## config.mk

```make
export PLATFORM = sky130hd
export DESIGN_NAME = sum_accum_flat
export DESIGN_NICKNAME = d
export VERILOG_FILES = /design/src/rtl/sum_accum_if.sv /design/src/rtl/sum_accum.sv /design/src/flat_wrapper.sv
export SDC_FILE = /design/constraint.sdc
export NUM_CORES = 1
export LEC_CHECK = 0
export ABC_AREA = 1
export CAP_MARGIN = 5
export CORE_UTILIZATION = 45
export CTS_BUF_LIST = sky130_fd_sc_hd__clkbuf_4 sky130_fd_sc_hd__clkbuf_8 sky130_fd_sc_hd__clkbuf_16
export DETAILED_ROUTE_END_ITERATION = 12
export HOLD_SLACK_MARGIN = 0.15
export PLACE_DENSITY = 0.8
export SYNTH_ARGS = -nofsm -noshare
export SYNTH_HDL_FRONTEND = slang
export SYNTH_SLANG_ARGS = --single-unit
```

## constraint.sdc

```tcl
create_clock -name clk -period 1.75 [get_ports clk]
set_input_delay 0.525 -clock clk [delete_from_list [all_inputs] [get_ports clk]]
set_output_delay 0.525 -clock clk [all_outputs]
set_load 0.03 [all_outputs]
```

## src/rtl/sum_accum_if.sv

```systemverilog
// Stream bundle between the four-operand adder, the frame accumulator and its consumer.
// The master side feeds sums and takes totals; the slave side is the accumulator.
interface sum_accum_if #(
   parameter int ACC_W = 10,
   parameter int LEN_W = 4
);
   logic [7:0]       in_sum;
   logic             in_valid;
   logic             in_ready;
   logic [LEN_W-1:0] frame_len;
   logic [ACC_W-1:0] out_total;
   logic             out_ovf;
   logic             out_valid;
   logic             out_ready;
   logic             busy;

   modport master (
      output in_sum, in_valid, frame_len, out_ready,
      input  in_ready, out_total, out_ovf, out_valid, busy
   );

   modport slave (
      input  in_sum, in_valid, frame_len, out_ready,
      output in_ready, out_total, out_ovf, out_valid, busy
   );
endinterface

```

## src/rtl/sum_accum.sv

```systemverilog
// Frame accumulator behind the combinational four-operand adder: sums frame_len
// consecutive beats into a wider total with a sticky wrap flag, then holds the result.
//
// state | meaning
// IDLE  | waiting for the first beat of a frame
// ACC   | frame in progress, adding beats until cnt reaches len
// HOLD  | result presented on out_*, upstream stalled until out_ready
module sum_accum #(
   parameter int ACC_W = 10,
   parameter int LEN_W = 4
) (
   input  logic            clk,
   input  logic            rst,
   sum_accum_if.slave      bus
);
   localparam logic [1:0] IDLE = 2'd0;
   localparam logic [1:0] ACC  = 2'd1;
   localparam logic [1:0] HOLD = 2'd2;

   logic [1:0]       state_q, state_d;
   logic [ACC_W-1:0] acc_q, acc_d;
   logic [LEN_W-1:0] cnt_q, cnt_d;
   logic [LEN_W-1:0] len_q, len_d;
   logic             ovf_q, ovf_d;

   logic             in_ready;
   logic             in_acc;
   logic [LEN_W-1:0] len_eff;
   logic [ACC_W:0]   sum_w;

   assign in_ready = !rst && (state_q != HOLD);
   assign in_acc   = bus.in_valid && in_ready;
   // A zero length would never terminate, so it is treated as a single-beat frame.
   assign len_eff  = (bus.frame_len == '0) ? LEN_W'(1) : bus.frame_len;
   assign sum_w    = {1'b0, acc_q} + (ACC_W+1)'(bus.in_sum);

   always_comb begin
      state_d = state_q;
      acc_d   = acc_q;
      cnt_d   = cnt_q;
      len_d   = len_q;
      ovf_d   = ovf_q;
      case (state_q)
         IDLE: begin
            if (in_acc) begin
               len_d   = len_eff;
               acc_d   = ACC_W'(bus.in_sum);
               ovf_d   = 1'b0;
               cnt_d   = LEN_W'(1);
               state_d = (len_eff == LEN_W'(1)) ? HOLD : ACC;
            end
         end
         ACC: begin
            if (in_acc) begin
               acc_d = sum_w[ACC_W-1:0];
               ovf_d = ovf_q | sum_w[ACC_W];
               cnt_d = cnt_q + 1'b1;
               if (cnt_d == len_q) begin
                  state_d = HOLD;
               end
            end
         end
         HOLD: begin
            if (bus.out_ready) begin
               state_d = IDLE;
            end
         end
         default: state_d = IDLE;
      endcase
   end

   always_ff @(posedge clk) begin
      if (rst) begin
         state_q <= IDLE;
         acc_q   <= '0;
         cnt_q   <= '0;
         len_q   <= '0;
         ovf_q   <= 1'b0;
      end else begin
         state_q <= state_d;
         acc_q   <= acc_d;
         cnt_q   <= cnt_d;
         len_q   <= len_d;
         ovf_q   <= ovf_d;
      end
   end

   assign bus.in_ready  = in_ready;
   assign bus.out_valid = (state_q == HOLD);
   assign bus.busy      = (state_q == ACC);
   assign bus.out_total = acc_q;
   assign bus.out_ovf   = ovf_q;
endmodule

```

## src/flat_wrapper.sv

```systemverilog
// flat-port wrapper written by rule: the top's interface ports become plain ports
module sum_accum_flat 
#(
   parameter int ACC_W = 10,
   parameter int LEN_W = 4
)
  (clk, rst, bus_in_sum, bus_in_valid, bus_frame_len, bus_out_ready, bus_in_ready, bus_out_total, bus_out_ovf, bus_out_valid, bus_busy);
  sum_accum_if #(.ACC_W(ACC_W), .LEN_W(LEN_W)) bus_i ();
  input  logic clk;
  input  logic rst;
  input wire logic [$bits(bus_i.in_sum)-1:0] bus_in_sum;
  input wire logic [$bits(bus_i.in_valid)-1:0] bus_in_valid;
  input wire logic [$bits(bus_i.frame_len)-1:0] bus_frame_len;
  input wire logic [$bits(bus_i.out_ready)-1:0] bus_out_ready;
  output wire logic [$bits(bus_i.in_ready)-1:0] bus_in_ready;
  output wire logic [$bits(bus_i.out_total)-1:0] bus_out_total;
  output wire logic [$bits(bus_i.out_ovf)-1:0] bus_out_ovf;
  output wire logic [$bits(bus_i.out_valid)-1:0] bus_out_valid;
  output wire logic [$bits(bus_i.busy)-1:0] bus_busy;
  assign bus_i.in_sum = bus_in_sum;
  assign bus_i.in_valid = bus_in_valid;
  assign bus_i.frame_len = bus_frame_len;
  assign bus_i.out_ready = bus_out_ready;
  assign bus_in_ready = bus_i.in_ready;
  assign bus_out_total = bus_i.out_total;
  assign bus_out_ovf = bus_i.out_ovf;
  assign bus_out_valid = bus_i.out_valid;
  assign bus_busy = bus_i.busy;
  sum_accum #(.ACC_W(ACC_W), .LEN_W(LEN_W)) u_core (.clk(clk), .rst(rst), .bus(bus_i));
endmodule
```

==> After elaboration in Yosys (flattened, before gate mapping) <==
Cells that the tools add are included.
{ "word_totals": {"input_bits": 16, "out_inout_bits": 14, "ff_bits": 21, "wordCells": 42} }
{ "classes": {"muxes": 16, "n_eq_ne": 9, "add_sub_neg": 2, "n_bitwise": 1, "reduce_logical": 9} }
{ "op_table": {"columns": ["op", "count"], "rows": [
  ["$mux 10", 2],
  ["$pmux 10 s2", 1],
  ["$mux 4", 3],
  ["$add 10x8->11", 1],
  ["$mux 2", 5],
  ["$pmux 4 s2", 1],
  ["$ne 2x1->1 const B", 3],
  ["$pmux 2 s3", 1],
  ["$add 4x1->4 const B", 1],
  ["$eq 4x1->1 const B", 1],
  ["$eq 4x4->1", 1],
  ["$logic_not 4->1", 1],
  ["$ne 2x2->1 const B", 2],
  ["$reduce_and 4->1", 1],
  ["$reduce_and 3->1", 1],
  ["$eq 2x1->1 const B", 1],
  ["$eq 2x2->1 const B", 1],
  ["$logic_and 1x1->1", 2],
  ["$logic_not 2->1", 1],
  ["$mux 1", 2],
  ["$pmux 1 s2", 1],
  ["$reduce_and 2->1", 1],
  ["$reduce_bool 2->1", 1],
  ["$logic_not 1->1", 1],
  ["$or 1x1->1", 1]
]} }

==> Longest topological paths before layout <==
{ "depth": {"word_depth": 6, "depth_mapped": 12} }

==> Worst setup path after synthesis <==
OpenSTA, ideal clock, no wires.
{ "synth_timing": {"path_type": "in2reg", "from": "input bus_in_sum[0]", "to": "register u_core.acc_q[6] (netlist: u_core.bus.out_total[6])", "n_path_buf": 0, "setup_time_ns": 0.134, "t_arrival_ns": 1.599, "setup_slack_ns": 0.018, "path_stages": 10, "path_cell_list": "ha_1 -> fa_1 -> nand3_1 -> nand2_1 -> nand2_1 -> nand2_1 -> nand2_1 -> nand3_1 -> nand2_1 -> a21oi_1"} }
{ "synth_via": {"elab_chain_cells": 3} }
{ "synth_rtl": {"columns": ["item", "line", "text"], "rows": [
  ["from (decl)", "flat_wrapper.sv:11", "input wire logic [$bits(bus_i.in_sum)-1:0] bus_in_sum;"],
  ["$add 10x8->11", "sum_accum.sv:35", "assign sum_w = {1'b0, acc_q} + (ACC_W+1)'(bus.in_sum);"],
  ["$mux 10", "sum_accum.sv:54", "if (in_acc) begin"],
  ["$pmux 10 s2", "sum_accum.sv:43", "case (state_q)"],
  ["to (signal assigned)", "sum_accum.sv:75", "acc_q <= '0;"],
  ["to (signal assigned)", "sum_accum.sv:81", "acc_q <= acc_d;"],
  ["to (decl)", "sum_accum.sv:21", "logic [ACC_W-1:0] acc_q, acc_d;"]
]} }
Every way passes these cells. The select of a mux whose other input is x is not followed.
A chain may end at the register's enable or synchronous reset.

==> Final worst setup path <==
{ "layout_timing": {"from": "register u_core.acc_q[1] (netlist: u_core.bus.out_total[1])", "to": "output bus_out_total[1]"} }
{ "layout_lines": {"columns": ["item", "line", "text"], "rows": [
  ["to (decl)", "flat_wrapper.sv:16", "output wire logic [$bits(bus_i.out_total)-1:0] bus_out_total;"]
]} }
No word-level cell between the ends.

==> qor.yml <==
global_route_wire_length_before_repair_um: 6110
synth_seq_area_share: 0.298
max_clock_freq_mhz: 590
first_global_vias: 1388
dpl.hpwl_um: 2700
clkSlewWorstSetupHoldPaths_ns: 0.12
insertedDiodeCount: 0
total_global_route_track_usage: 0.232
route.detailed.drc: 1
relSlewSlack: 0.796
cp_num_cells: 1
cts_hold_buffers: 0
worst-r2r-cell-count: 8
worst-path-max-fanout: 4
source_to_sink_clock_delay_at_the_later_pin_of_the_worst_skew_pair_ns: 0.31
worst-setup-path-type: "reg2out"
setup_repair_after_global_routing_missed_its_margin: "false"
syn_inst: 209
avgViaCountPerCell: 5.25
most_area_hungry_cell_type_in_the_yosys_netlist: "sky130_fd_sc_hd__dfxtp_1"
cell_area_power_density_nw_per_um2: 649
antenna_violation_net_count_after_detailed_routing: 0
timing.critical_path.from_type: "flip-flop"
finalInstanceArea_um2: 2000
gp_routability_congestion: 0.870
area_of_the_placeable_core_um2: 2850
violations: "DRC"
yosys_warnings: 0
finalWorstSetupSlack_ns: 0.0549
ys_ff_latch: 21
drt_first_iter_violations: 77
gr-total-overflow: 0
pwr-share-comb: 0.392
post_synth_instance_area_um2: 1410
die-width_um: 58.0
worstMarginPinSlew_ns: 0.307
post_synth.cell_area_avg_um2: 6.74
yosys.cell_count.top_type: "sky130_fd_sc_hd__nand2_1"
antenna_found_initial: 0
layout-drive-gt1-share: 0.218
switching_share: 0.359
cts_buffers: 3
net-switching-power_mw: 0.466
cp.required_ns: 1.22
post-route-util: 0.702
worstSetupEndpointType: "output pin"
slew_violations: 0
finalPower_mw: 1.30
drtPass1Iterations: 8
worstPathBufferInverterCount: 1
dpl_cell_area_um2: 1900
std_cell_rows: 19
timing.final.setup_violations: 0
leakage_nw: 0.948
hold_viol_final: 0
synthTopCellsByCount: "sky130_fd_sc_hd__nand2_1, sky130_fd_sc_hd__inv_1, sky130_fd_sc_hd__dfxtp_1, sky130_fd_sc_hd__nand3_1, sky130_fd_sc_hd__a21oi_1"
synthFlopType: "sky130_fd_sc_hd__dfxtp_1"
wire_per_inst_um: 12.0
cp_cell_sequence: "dlygate4sd2_1"
worst_path_dominant_cell_family: "flip-flops"
synthTopCellsByArea: "sky130_fd_sc_hd__dfxtp_1, sky130_fd_sc_hd__nand2_1, sky130_fd_sc_hd__ha_1, sky130_fd_sc_hd__nand3_1, sky130_fd_sc_hd__a21oi_1"
cts-htree-levels: 1
chipHeight_um: 58.0
synthArstFlopShare: 0
numPortBuffers: 29
timing.setup.tns_ns: 0
layout-area-overhead-vs-synth_pct: 42.1
route.vias.total: 1537
synth_enable_flop_cells: 0
critical_path.max_stage_delay_ns: 0.43
finalCritPeriodShare: 0.969
die-area_um2: 3360
worst_hold_path.num_cells: 2
finish.net_count: 289
clock_tree_from_tritoncts: "yes"
skew_ns: 0.00315
synth_nets: 235
intPower_mw: 0.832
maximum_number_of_pins_on_one_net_before_global_route_repair: 13
preCtsSetupSlack_ns: -0.542
arrival_ns: 1.17
power.clock.fraction: 0.188
synth_cell_types: 29
initial_utilization: 0.494
slowest_stage: "sky130_fd_sc_hd__dfxtp_1"
clock_sink_count: 21
share_seq_of_total_power: 0.420
status: "finished with violations"
post-route-min-period_ns: 1.70
postRouteWirelength_um: 3510
synthDominantCellAreaShare: 0.298
ctsLongestPathBuffers: 2
max-vdd-ir-drop_v: 0.000383
top_level_ports: 30
clk_root_buffer_cell: "sky130_fd_sc_hd__clkbuf_4"
timing.hold.worst.class: "reg2reg"
drv_cap: 0
==> registers in the layout (all words and copies together) (netlist names) <==
signal	cells
u_core.len_q	4
u_core.bus.out_total	10
u_core.state_q	2
u_core.bus.out_ovf	1
u_core.cnt_q	4
==> cell type report <==
| cell class | instances | area (µm²) |
|---|---|---|
| clock buffer | 3 | 22.5 |
| clock inverter | 1 | 5.00 |
| fill | 249 | 851 |
| inverter | 26 | 100 |
| multi-input combinational | 157 | 937 |
| sequential | 21 | 424 |
| tap | 31 | 38.8 |
| timing repair buffer | 54 | 474 |
==> stage by stage <==
step / std cells / hold WS, ns
after floorplan: 209 / 0.445
after global placement: 288 / 0.451
after detailed placement: 288 / 0.460
after CTS: 293 / 0.477
after global routing: 293 / 0.513
final: 293 / 0.478
==> power groups by stage <==
| stage | registers (mW) | logic (mW) | clock network [mW] |
|---|---|---|---|
| after floorplan | 0.572 | 0.262 | 0 |
| after global placement | 0.550 | 0.484 | 0 |
| after detailed placement | 0.551 | 0.492 | 0 |
| after CTS | 0.545 | 0.501 | 0.244 |
| after global routing | 0.550 | 0.566 | 0.267 |
| final | 0.545 | 0.510 | 0.244 |
==> metal layers <==
metal  wire (µm)  vias to the layer above  GRT usage
met2        1740                       41      0.404
met5           0                        -          0
met1        1610                      696      0.305
li1            -                      795          -
met4          23                        0     0.0408
met3         145                        5     0.0402
==> worst register-to-register path, cell delays in order, from the launching register on <==
cell                      delay [ns]
sky130_fd_sc_hd__dfxtp_1        0.35
sky130_fd_sc_hd__ha_2           0.20
sky130_fd_sc_hd__fa_2           0.35
sky130_fd_sc_hd__nand3_1        0.11
sky130_fd_sc_hd__nand2_2        0.08
sky130_fd_sc_hd__nand4_1        0.11
sky130_fd_sc_hd__nand3_2        0.10
sky130_fd_sc_hd__a21oi_2        0.13
sky130_fd_sc_hd__nor2_1         0.04
==> placed cells by master (no fill, tap or decap), types with 2 or more instances in the layout <==
cell type / count
sky130_fd_sc_hd__buf_12: 2
sky130_fd_sc_hd__nor2_2: 3
sky130_fd_sc_hd__nand3_2: 2
sky130_fd_sc_hd__clkbuf_4: 3
sky130_fd_sc_hd__o21ai_0: 10
sky130_fd_sc_hd__nor2_1: 14
sky130_fd_sc_hd__dlygate4sd2_1: 16
sky130_fd_sc_hd__nand4_1: 2
sky130_fd_sc_hd__ha_4: 5
sky130_fd_sc_hd__nor2_4: 2
sky130_fd_sc_hd__clkdlybuf4s50_1: 7
sky130_fd_sc_hd__a31oi_1: 4
sky130_fd_sc_hd__a21oi_2: 2
sky130_fd_sc_hd__buf_4: 25
sky130_fd_sc_hd__nand3_1: 20
sky130_fd_sc_hd__nand2_1: 55
sky130_fd_sc_hd__ha_1: 3
sky130_fd_sc_hd__a211oi_1: 2
sky130_fd_sc_hd__nor3_1: 3
sky130_fd_sc_hd__a21oi_1: 19
sky130_fd_sc_hd__clkdlybuf4s15_1: 2
sky130_fd_sc_hd__inv_1: 24
sky130_fd_sc_hd__dfxtp_1: 20
==> worst paths after layout <==
| check | slack (ns) | from | to |
|---|---|---|---|
| hold reg to reg | 0.48 | u_core.len_q[3]$_SDFFE_PP0P_ | u_core.len_q[3]$_SDFFE_PP0P_ |
| setup reg to reg | 0.20 | u_core.bus.out_total[0]$_SDFFE_PP0P_ | u_core.bus.out_total[8]$_SDFFE_PP0P_ |
| setup / recovery | 0.05 | u_core.bus.out_total[1]$_SDFFE_PP0P_ | bus_out_total[1] |
| hold / removal | 0.48 | u_core.len_q[3]$_SDFFE_PP0P_ | u_core.len_q[3]$_SDFFE_PP0P_ |
==> what timing repair did <==
action / CTS / global route
pin swaps: 3 / 0
buffers inserted: 1 / 0
endpoints found under the setup margin: 19 / 5
resized for setup: 31 / 6
hold endpoints to repair: 0 / 0
==> kinds of logic (layout without fill, tap and decap cells) <==
group | after synthesis | after routing | share of synthesized area
AOI/OAI and AO/OA | 39 | 39 | 0.150
adders and majority gates | 10 | 10 | 0.0941
xor gates and xnor gates | 2 | 2 | 0.0124
buffers and inverters | 31 | 84 | 0.0977
and+or+nand+nor | 106 | 106 | 0.347
DFF | 21 | 21 | 0.298
(Power assumes the default switching activity.)
